## config.mk

```make
export PLATFORM = sky130hd
export DESIGN_NAME = vec_seq_ctrl
export DESIGN_NICKNAME = d
export VERILOG_FILES = /design/src/rtl/vec_seq_ctrl_pkg.sv /design/src/rtl/vec_seq_ctrl_iter_counter.sv /design/src/rtl/vec_seq_ctrl.sv
export SDC_FILE = /design/constraint.sdc
export NUM_CORES = 1
export LEC_CHECK = 0
export ABC_AREA = 0
export CORE_UTILIZATION = 30
export DETAILED_ROUTE_END_ITERATION = 10
export GPL_TIMING_DRIVEN = 0
export PLACE_DENSITY = 0.6
export SYNTH_ARGS = -nofsm -noshare
export SYNTH_HDL_FRONTEND = slang
export SYNTH_HIERARCHICAL = 1
export SYNTH_SLANG_ARGS = --single-unit
```

## constraint.sdc

```tcl
create_clock -name clk -period 2.1 [get_ports clk]
set_input_delay 0.42 -clock clk [delete_from_list [all_inputs] [get_ports clk]]
set_output_delay 0.42 -clock clk [all_outputs]
set_load 0.03 [all_outputs]
```

## src/rtl/vec_seq_ctrl_pkg.sv

```systemverilog
// Shared definitions for the vector sequence controller: FSM state encoding,
// vector geometry and the default stall timeout.
package vec_seq_ctrl_pkg;

    localparam int unsigned VEC_LEN            = 8;
    localparam int unsigned IDX_W              = 3;
    localparam int unsigned TIMEOUT_CYCLES_DEF = 16;

    typedef enum logic [2:0] {
        S_IDLE  = 3'd0,
        S_INIT  = 3'd1,
        S_RUN   = 3'd2,
        S_FLUSH = 3'd3,
        S_DONE  = 3'd4
    } state_t;

    // Bits needed to hold values 0..max_val inclusive.
    function automatic int unsigned cnt_width(input int unsigned max_val);
        return (max_val < 2) ? 1 : $clog2(max_val + 1);
    endfunction

endpackage

```

## src/rtl/vec_seq_ctrl_iter_counter.sv

```systemverilog
// iter_counter: element index counter for one vector operation.
// Ports:
//   clk      - clock, rising edge
//   i_clr    - synchronous clear (priority over enable)
//   i_en     - count enable, one step per accepted operand
//   o_count  - current element index
//   o_last   - combinational flag, index is the final element
module iter_counter
    import vec_seq_ctrl_pkg::*;
(
    input  logic             clk,
    input  logic             i_clr,
    input  logic             i_en,
    output logic [IDX_W-1:0] o_count,
    output logic             o_last
);

    logic [IDX_W-1:0] r_count;

    // Natural wrap from VEC_LEN-1 back to 0 since VEC_LEN == 2**IDX_W.
    always_ff @(posedge clk) begin
        if (i_clr) begin
            r_count <= '0;
        end else if (i_en) begin
            r_count <= r_count + IDX_W'(1);
        end
    end

    assign o_count = r_count;
    assign o_last  = (r_count == IDX_W'(VEC_LEN - 1));

endmodule

```

## src/rtl/vec_seq_ctrl.sv

```systemverilog
// vec_seq_ctrl: sequences one 8-element vector operation through the shared
// accumulate datapath (clear, 8 operand handshakes, result load, done pulse).
// Optional feature macro: VEC_SEQ_CTRL_TIMEOUT_EN (stall timeout abort).
// Ports:
//   clk, rst  - clock and synchronous active-high reset
//   start     - begin operation, sampled only in IDLE
//   in_valid  - operand available from source
//   in_ready  - operand accepted this cycle (RUN)
//   clr_acc   - clear datapath accumulator (INIT)
//   acc_en    - accumulate current operand (handshake, combinational)
//   res_ld    - load result register (FLUSH)
//   idx       - element index used by the current handshake
//   busy      - high in every state except IDLE
//   done      - one-cycle completion pulse
//   err       - one-cycle timeout-abort pulse
module vec_seq_ctrl
    import vec_seq_ctrl_pkg::*;
#(
    parameter int unsigned TIMEOUT_CYCLES = TIMEOUT_CYCLES_DEF
) (
    input  logic             clk,
    input  logic             rst,
    input  logic             start,
    input  logic             in_valid,
    output logic             in_ready,
    output logic             clr_acc,
    output logic             acc_en,
    output logic             res_ld,
    output logic [IDX_W-1:0] idx,
    output logic             busy,
    output logic             done,
    output logic             err
);

    if (TIMEOUT_CYCLES == 0) begin : g_bad_cfg
        $error("vec_seq_ctrl: TIMEOUT_CYCLES must be nonzero");
    end

    state_t r_state;
    logic   r_in_ready;
    logic   r_clr_acc;
    logic   r_res_ld;
    logic   r_busy;
    logic   r_done;
    logic   r_err;

    logic   w_hs;
    logic   w_last;
    logic   w_abort;
    logic   w_cnt_clr;

    // r_in_ready is high exactly in RUN, so it doubles as the RUN qualifier.
    assign w_hs = in_valid & r_in_ready;

`ifdef VEC_SEQ_CTRL_TIMEOUT_EN
    localparam int unsigned STALL_W = cnt_width(TIMEOUT_CYCLES);

    logic [STALL_W-1:0] r_stall;

    // Consecutive stalled RUN cycles; cleared by a handshake or outside RUN.
    always_ff @(posedge clk) begin
        if (rst || (r_state != S_RUN) || w_hs) begin
            r_stall <= '0;
        end else begin
            r_stall <= r_stall + STALL_W'(1);
        end
    end

    // This stalled cycle is the TIMEOUT_CYCLES-th in a row.
    assign w_abort = (r_state == S_RUN) && !in_valid &&
                     (r_stall == STALL_W'(TIMEOUT_CYCLES - 1));
`else
    assign w_abort = 1'b0;
`endif

    assign w_cnt_clr = rst || (r_state == S_INIT) || w_abort;

    iter_counter u_iter_counter (
        .clk     (clk),
        .i_clr   (w_cnt_clr),
        .i_en    (w_hs),
        .o_count (idx),
        .o_last  (w_last)
    );

    // Controller FSM; Moore outputs are registered alongside the state they
    // belong to so they line up with the state cycle-for-cycle.
    always_ff @(posedge clk) begin
        if (rst) begin
            r_state    <= S_IDLE;
            r_in_ready <= 1'b0;
            r_clr_acc  <= 1'b0;
            r_res_ld   <= 1'b0;
            r_busy     <= 1'b0;
            r_done     <= 1'b0;
            r_err      <= 1'b0;
        end else begin
            r_clr_acc <= 1'b0;
            r_res_ld  <= 1'b0;
            r_done    <= 1'b0;
            r_err     <= 1'b0;
            case (r_state)
                S_IDLE: begin
                    if (start) begin
                        r_state   <= S_INIT;
                        r_busy    <= 1'b1;
                        r_clr_acc <= 1'b1;
                    end
                end
                S_INIT: begin
                    r_state    <= S_RUN;
                    r_in_ready <= 1'b1;
                end
                S_RUN: begin
                    if (w_hs && w_last) begin
                        r_state    <= S_FLUSH;
                        r_in_ready <= 1'b0;
                        r_res_ld   <= 1'b1;
                    end else if (w_abort) begin
                        r_state    <= S_IDLE;
                        r_in_ready <= 1'b0;
                        r_busy     <= 1'b0;
                        r_err      <= 1'b1;
                    end
                end
                S_FLUSH: begin
                    r_state <= S_DONE;
                    r_done  <= 1'b1;
                end
                S_DONE: begin
                    r_state <= S_IDLE;
                    r_busy  <= 1'b0;
                end
                default: begin
                    r_state    <= S_IDLE;
                    r_in_ready <= 1'b0;
                    r_busy     <= 1'b0;
                end
            endcase
        end
    end

    assign in_ready = r_in_ready;
    assign clr_acc  = r_clr_acc;
    assign acc_en   = w_hs;
    assign res_ld   = r_res_ld;
    assign busy     = r_busy;
    assign done     = r_done;
    assign err      = r_err;

endmodule

```

Yosys cells after proc, flatten, opt, wreduce, memory -nomap -nowiden:

Cells that the tools add are included.

* add/subtract/negate cells: 1
* equality and inequality tests: 7
* mux-type cells: 10
* bitwise logic cells: 5
* reduce and logical (&&, ||, !) cells: 10

Operators with widths (number)
* case mux 3 bit (4 select lines): 1
* equality test 3 x 2 -> 1 bit, second input constant: 2
* equality test 3 bit, second input constant: 2
* two-way mux 3 bit: 2
* AND reduction 2 bit: 3
* OR reduction 3 bit: 2
* two-way mux 1 bit: 5
* inequality test 2 bit, second input constant: 2
* inverter 1 bit: 4
* OR reduction 2 bit: 2
* adder 3 x 1 -> 3 bit, second input constant: 1
* equality test 3 x 1 -> 1 bit, second input constant: 1
* logical NOT 3 bit: 1
* case mux 1 bit (3 select lines): 1
* case mux 1 bit (2 select lines): 1
* bitwise AND 1 bit: 1
* logical AND 1 bit: 1
* logical OR 1 bit: 1

* flip-flop bits (word level): 11
* bits of input ports: 4
* output and inout port bits: 10
* logic and storage cells: 40

Depth between registers and ports, before layout:

Gate-level depths: netlist (run 1).

* word-level depth: 4
* mapped depth: 5
* mapped depth without buffers: 5

Hierarchy:

The synthesis (run 1) kept the hierarchy.

By module, submodules not included
* vec_seq_ctrl: times used 1, cells each 33, area each 322.8 sq um, seq. area each 160.2 sq um
* iter_counter: times used 1, cells each 11, area each 125.1 sq um, seq. area each 60.1 sq um

Worst setup path before layout (run 1):

Ideal clock, no wire load.

* kind: register to output
* start point: register r_in_ready, in the netlist in_ready
* end point: output port acc_en
* arrival time: 0.968 ns
* required time: 1.680 ns
* slack: 0.712 ns
* stages on the path, launching flop included: 2
* path buffers: 0
* cells stage by stage: dfxtp_1 > and2_1

* longest elaborated chain between the ends: 1

RTL lines
* start: declaration: line vec_seq_ctrl.sv:40 `logic r_in_ready;`
* start signal: assignment: line vec_seq_ctrl.sv:91 `r_in_ready <= 1'b0;`
* start signal: assignment: line vec_seq_ctrl.sv:112 `r_in_ready <= 1'b1;`
* start signal: assignment: line vec_seq_ctrl.sv:117 `r_in_ready <= 1'b0;`
* bitwise AND 1 bit: line vec_seq_ctrl.sv:53 `assign w_hs = in_valid & r_in_ready;`
* end: declaration: line vec_seq_ctrl.sv:27 `output logic acc_en,`

Every way passes these cells.

Worst setup path after layout (run 1):

* start point: input port in_valid
* end point: output port acc_en

* longest elaborated chain between the ends: 1

RTL lines
* start: declaration: line vec_seq_ctrl.sv:24 `input logic in_valid,`
* bitwise AND 1 bit: line vec_seq_ctrl.sv:53

Every way passes these cells.

==> results of run 1 <==
-- cell families after synthesis --
| group | Yosys count | share of synthesized area, % |
|---|---|---|
| XOR/XNOR | 2 | 3.911 |
| buffers and inverters | 4 | 5.867 |
| AO/OA/AOI/OAI | 5 | 8.381 |
| multiplexers | 3 | 6.704 |
| adder cells (fa/ha/maj) | 2 | 5.586 |
| AND/OR/NAND/NOR | 16 | 19.55 |
| flip-flops | 11 | 49.16 |
| other | 1 | 0.8372 |
-- flip-flops by register name (all words and copies together) (netlist names) --
| register | cells |
|---|---|
| busy | 1 |
| done | 1 |
| clr_acc | 1 |
| r_state | 3 |
| in_ready | 1 |
| u_iter_counter/o_count | 3 |
| res_ld | 1 |
-- worst reg2reg max path, cell delays in order (launching register included) --
cell,delay [ps]
dfxtp_1,370
ha_1,160
ha_1,160
nand2_1,60
o21ai_0,160
o31ai_1,100
-- report_power, final --
part	internal (mW)	leakage [nW]	switching (mW)	total (mW)
Clock	0.0734	0.0150	0.0651	0.139
Sequential	0.224	0.0900	0.0142	0.238
Combinational	0.0535	0.143	0.0606	0.114
Total	0.351	0.248	0.140	0.491
-- cell usage after synthesis --
master and instances:
a21oi_2 1, a31o_2 1, and2_1 1, and3_2 2, buf_4 1, buf_6 1, conb_1 1, dfxtp_1 11
ha_1 2, inv_1 2, mux2i_1 3, nand2_1 1, nand2b_1 1, nand4_1 1, nor2_1 7, nor3_1 1
nor3b_1 1, o21a_1 1, o21ai_0 1, o31ai_1 1, or3_4 1, xnor2_1 2
-- worst paths after layout --
path                                     startpoint                     to  slack [ps]  cells after the start
max                                        in_valid                 acc_en          80                      3
min                               busy$_SDFFE_PP0P_      busy$_SDFFE_PP0P_         470                      1
max reg2reg  u_iter_counter/o_count[0]$_SDFFE_PP0P_  in_ready$_SDFFE_PP0P_         970                      5
min reg2reg                       busy$_SDFFE_PP0P_      busy$_SDFFE_PP0P_         470                      1
-- routing by layer --
metal	routed length (um)	vias to the layer above	track usage [%]
li1	-	178	-
met1	374	150	13.53
met2	347	10	16.27
met3	42	2	6.522
met4	11	0	5.000
met5	0	-	0
-- metrics by stage --
stage | hold slack, ps | power (mW) | setup WS, ps
6_report | 468.6 | 0.4908 | 81.83
3_3_place_gp | 448.3 | 0.3573 | -202.6
4_1_cts | 473.0 | 0.4976 | 77.24
3_5_place_dp | 461.3 | 0.3591 | -208.9
2_1_floorplan | 466.2 | 0.3155 | 712.2
5_1_grt | 481.6 | 0.5230 | 41.05
-- layout make-up --
class | count | area (sq um)
Tap cell | 15 | 18.77
Clock buffer | 4 | 26.28
Buffer | 2 | 18.77
Timing Repair Buffer | 12 | 118.9
Sequential cell | 11 | 220.2
Inverter | 2 | 7.507
Fill cell | 142 | 738.2
Multi-Input combinational cell | 29 | 201.4
==> summary.txt, run 1 <==
Pwr
  • Power per cell area: 802.2 nW/um^2
  • Peak supply drop: 391.1 uV
  • Static leakage: between 0.2 and 0.25 nW

Synthesis
  • Synth area leader: dfxtp_1
  • Share of the synthesized area in the top cell type: 49.16%
  • Mapped Nets: 50
  • Cell Area, Synth: 447.9 sq um
  • Mean post-synth cell area: 10.18 sq um
  • Synth Warn #: 6
  • Register area share after synthesis: 49.16%
  • Unique cell type count in the Yosys netlist: 22
  • Mapped Cells: 44
  • Synth top area cells: dfxtp_1 49%, mux2i_1 6.7%, nor2_1 5.9%
  • FF+latch count, synth: 11

GRT
  • Global-route usage over all layers: 11.33%
  • GR Overflow Total: 0
  • Initial antenna violation count: 0
  • Vias in the first global route: 280
  • Largest net degree at the start of global routing: 9
  • Wire length of the first global-routing pass: 1159 um

Finish
  • Final cell count without fillers: between 70 and 80
  • Area delta synth->final: 36.59%
  • Design Area, Final: 611.8 sq um
  • Diodes inserted: 0
  • Final nets: 67
  • Layout Utilization: 45.32%
  • Share of post-route cells with drive strength above 1: 16.67%
  • Commonest cells after routing, fill and taps aside: 11 x dfxtp_1, 11 x clkdlybuf4s50_1, 7 x nor2_1

Placement
  • Detailed placement HPWL: 563.5 um
  • Port buffer count: 12
  • Placed insts: 71
  • Area after DPL: 586.8 sq um
  • Placer Congestion: 0.6660

Drt
  • First DRT Iteration DRCs: 3
  • Antenna viol nets, final: 0
  • Vias post-DR: 340
  • # DRC: 0
  • Number of detailed-route iterations in the first pass: 2
  • Via/cell ratio: 4.533
  • Total wire length: about 780 um
  • Routed WL per cell: 10.35 um

Timing
  • Final min period: 2018 ps
  • Pins over their slew limit: 0
  • Setup total negative slack: 0 ps
  • Setup Viol. Count Final: 0
  • Clk_skew: 2.417 ps
  • Fin crit share: 96.10%
  • RSZ-0062 raised after global routing: false
  • Fmax: between 400 and 500 MHz
  • Fin. Hold Viols: 0

Clocking
  • Root Driver: clkbuf_4
  • Total CTS buffers: 3
  • Sink Count: 11
  • Clock Path Buffers: 2
  • Post-cts gate resize count: 1
  • Register clock-pin slew on the reported worst setup and hold paths: 70 ps
  • CTS H-tree lvls: 1
  • Hold Buf Count CTS: 0
  • Clock Latency Late Sink: 260 ps
  • Post-CTS Repair Setup Buffers: 0
  • CTS tree: done

Run status
  • Status: finished, final reports clean

Worst setup path
  • Critical Path Slowest Stage Cell: clkdlybuf4s50_1
  • Critical path capture point type: output port
  • Slowest cell delay on critical path: approximately 500 ps
  • Crit-path cells: clkdlybuf4s50_1, and2_1, dlygate4sd2_1
  • WP data arrival: 1600 ps
  • CP Max Fanout: 4
  • Kind of critical path: input port to output port
  • Worst Setup Start Kind: input port
  • Worst path bufs/invs: 2
  • WP data required: around 1700 ps
  • CP top delay family: buffers and inverters

Die
  • I/O pin count: 14
  • Die area: about 1700 sq um
  • Initial cell density of the core: 33.18%
  • Core ar.: approximately 1400 sq um
  • Width of the die: 40.64 um
  • Row Count: 13
  • Die H: roughly 41 um

Run
  • Max Cap Viol: 0

Min path
  • Hold crit path type: register to register
Note: power is estimated with default switching activity, not from simulation.
==> run 2, diff against run 1 <==
--- a/config.mk
+++ b/config.mk
@@ -7,6 +7,7 @@
 export LEC_CHECK = 0
 export ABC_AREA = 0
 export CORE_UTILIZATION = 30
+export CTS_BUF_LIST = sky130_fd_sc_hd__clkbuf_16
 export DETAILED_ROUTE_END_ITERATION = 10
 export GPL_TIMING_DRIVEN = 0
 export PLACE_DENSITY = 0.6
==> run 2 against run 1 <==
Clock skew about the same. Die area unchanged. Combinational power about the same. Core utilization up 3.9 points. Cell count unchanged. Hold slack worse by 6.6 ps. Global-route usage up 0.34 points. Critical path depth unchanged.
==> summary.txt, run 2 (synthesized netlist as in run 1, its figures left out) <==
Die
  • Width of the die: 40.64 um (unchanged)
  • Row Count: 13 (unchanged)
  • I/O pin count: 14 (unchanged)
  • Core ar.: 1350 sq um (unchanged)
  • Initial cell density of the core: 33.18% (unchanged)
  • Die H: 40.64 um (unchanged)
  • Die area: 1652 sq um (unchanged)

Drt
  • Routed WL per cell: 10.20 um (-1.4%)
  • Total wire length: 765 um (-1.4%)
  • Via/cell ratio: 4.347 (-4.1%)
  • # DRC: 0 (unchanged)
  • Number of detailed-route iterations in the first pass: 2 (unchanged)
  • Vias post-DR: 326 (-4.1%)
  • First DRT Iteration DRCs: 1 (-2)
  • Antenna viol nets, final: 0 (unchanged)

Pwr
  • P_int: 0.5280 mW (+50%)
  • Combinational Power Share: 16.4% (-6.8 points)
  • Peak supply drop: 644.5 uV (+65%)
  • Static leakage: 0.2753 nW (+11%)
  • Reg power frac: 34.7% (-14 points)
  • Sw Share: 23.37% (-5.1 points)
  • Pwr Total: 0.6891 mW (+40%)
  • Power per cell area: 1037 nW/um^2 (+29%)
  • Net Switching: 0.1610 mW (+15%)
  • Clk network pwr share: 48.8% (+21 points)

Placement
  • Detailed placement HPWL: 563.5 um (unchanged)
  • Area after DPL: 586.8 sq um (unchanged)
  • Placer Congestion: 0.6660 (unchanged)
  • Port buffer count: 12 (unchanged)
  • Placed insts: 71 (unchanged)

Min path
  • Worst Min Path Start: busy$_SDFFE_PP0P_
  • Hold EP: busy$_SDFFE_PP0P_
  • Hold crit path type: register to register
  • Worst Hold Depth: 1 (unchanged)

GRT
  • Wire length of the first global-routing pass: 1186 um (+2.3%)
  • Largest net degree at the start of global routing: 9 (unchanged)
  • Vias in the first global route: 295 (+5.4%)
  • Initial antenna violation count: 0 (unchanged)
  • Global-route usage over all layers: 11.66% (+0.34 points)
  • GR Overflow Total: 0 (unchanged)

Finish
  • Share of post-route cells with drive strength above 1: 16.67% (unchanged)
  • Register Area: 220.2 sq um (unchanged)
  • Area delta synth->final: 48.32%
  • Final nets: 67 (unchanged)
  • Design Area, Final: 664.4 sq um (+8.6%)
  • Final cell count without fillers: 75 (unchanged)
  • Filler cell count: 134 (-5.6%)
  • Footprint of the multi-input gates: 201.4 sq um (unchanged)
  • Diodes inserted: 0 (unchanged)
  • Commonest cells after routing, fill and taps aside: 11 x dfxtp_1, 11 x clkdlybuf4s50_1, 7 x nor2_1
  • Layout Utilization: 49.21% (+3.9 points)

Clocking
  • Post-CTS Repair Setup Buffers: 0 (unchanged)
  • CTS H-tree lvls: 1 (unchanged)
  • Register clock-pin slew on the reported worst setup and hold paths: 40 ps (-30 ps)
  • Sink Count: 11 (unchanged)
  • Total CTS buffers: 3 (unchanged)
  • Clock Latency Late Sink: 240 ps (-20 ps)
  • Root Driver: clkbuf_16
  • Hold Buf Count CTS: 0 (unchanged)
  • Clock Path Buffers: 2 (unchanged)
  • CTS tree: done

Timing
  • Fmax: 495.8 MHz (about the same)
  • Setup Viol. Count Final: 0 (unchanged)
  • Fin crit share: 96.05% (about the same)
  • RSZ-0062 raised after global routing: false
  • Clk_skew: 2.550 ps (+0.1327 ps)
  • Hold_ws: 462.0 ps (-6.622 ps)
  • Final min period: 2017 ps (-1.051 ps)
  • Pins over their slew limit: 0 (unchanged)
  • Fin. Hold Viols: 0 (unchanged)

Worst setup path
  • FF-to-FF End: in_ready$_SDFFE_PP0P_
  • WP data arrival: 1600 ps (about the same)
  • R2r startpoint: u_iter_counter/o_count[0]$_SDFFE_PP0P_
  • Worst R2R Path Depth: 5 (unchanged)
  • Kind of critical path: input port to output port
  • CP Max Fanout: 4 (unchanged)
  • Worst Setup Start Kind: input port
  • Critical path capture point type: output port
  • Worst reg2reg setup slack: 1010 ps (+40 ps)
  • WP data required: 1680 ps (about the same)

Run
  • Max Cap Viol: 0 (unchanged)

Run status
  • Status: finished, final reports clean
-- run 2: cell types whose count changed in the layout (fill, tap and decap cells not counted), sizes merged --
| cell | before | now |
|---|---|---|
| inv | 2 | 3 |
| clkbuf | 4 | 3 |
-- run 2: how the worst max path moves through the flow --
stage                  end  cells past startpoint  slack [ps]             startpoint
floorplan           acc_en                      1         710  in_ready$_SDFFE_PP0P_
global route        acc_en                      3          40               in_valid
finish              acc_en                      3          80               in_valid
global placement    acc_en                      3        -200               in_valid
CTS                 acc_en                      3          80               in_valid
detailed placement  acc_en                      3        -210               in_valid
-- run 2: final cells by class --
cell class              count  area share [%]
plain buffers               2           2.825
multi-input cells          29           30.32
inverters                   2           1.130
repair buffers             12           17.89
clock buffers               3           11.30
well taps                  15           2.825
clock inverters             1          0.5650
flip-flops and latches     11           33.14
-- run 2: repair_timing --
item / CTS / global route
setup endpoints to repair: 1 / 0
hold endpoints to repair: 0 / 0
gates resized for setup: 1 / 0
-- run 2: power by group through the flow --
stage	Combinational, mW	Clock (mW)	Sequential, mW
2_1_floorplan	0.0528	0	0.263
3_3_place_gp	0.115	0	0.242
3_5_place_dp	0.116	0	0.243
4_1_cts	0.114	0.343	0.240
5_1_grt	0.122	0.358	0.241
6_report	0.113	0.336	0.239
-- run 2: critical path, cell delays in order --
cell,delay [ps]
clkdlybuf4s50_1,500
and2_1,250
dlygate4sd2_1,420
-- run 2: per-layer routing --
layer  GRT usage, %  wire (um)  share of wire [%]  vias up
met3          6.522         36                4.7        0
met4          7.500          0                  0        0
met1          13.53        374                 49      141
met2          16.27        354                 46        8
li1               -          -                  -      177
met5              0          0                  0        -
-- run 2: through the flow --
step / setup TNS, ps / worst slack (ps)
3_3_place_gp: -202.6 / -202.6
6_report: 0 / 82.88
3_5_place_dp: -208.9 / -208.9
5_1_grt: 0 / 41.05
4_1_cts: 0 / 77.24
2_1_floorplan: 0 / 712.2
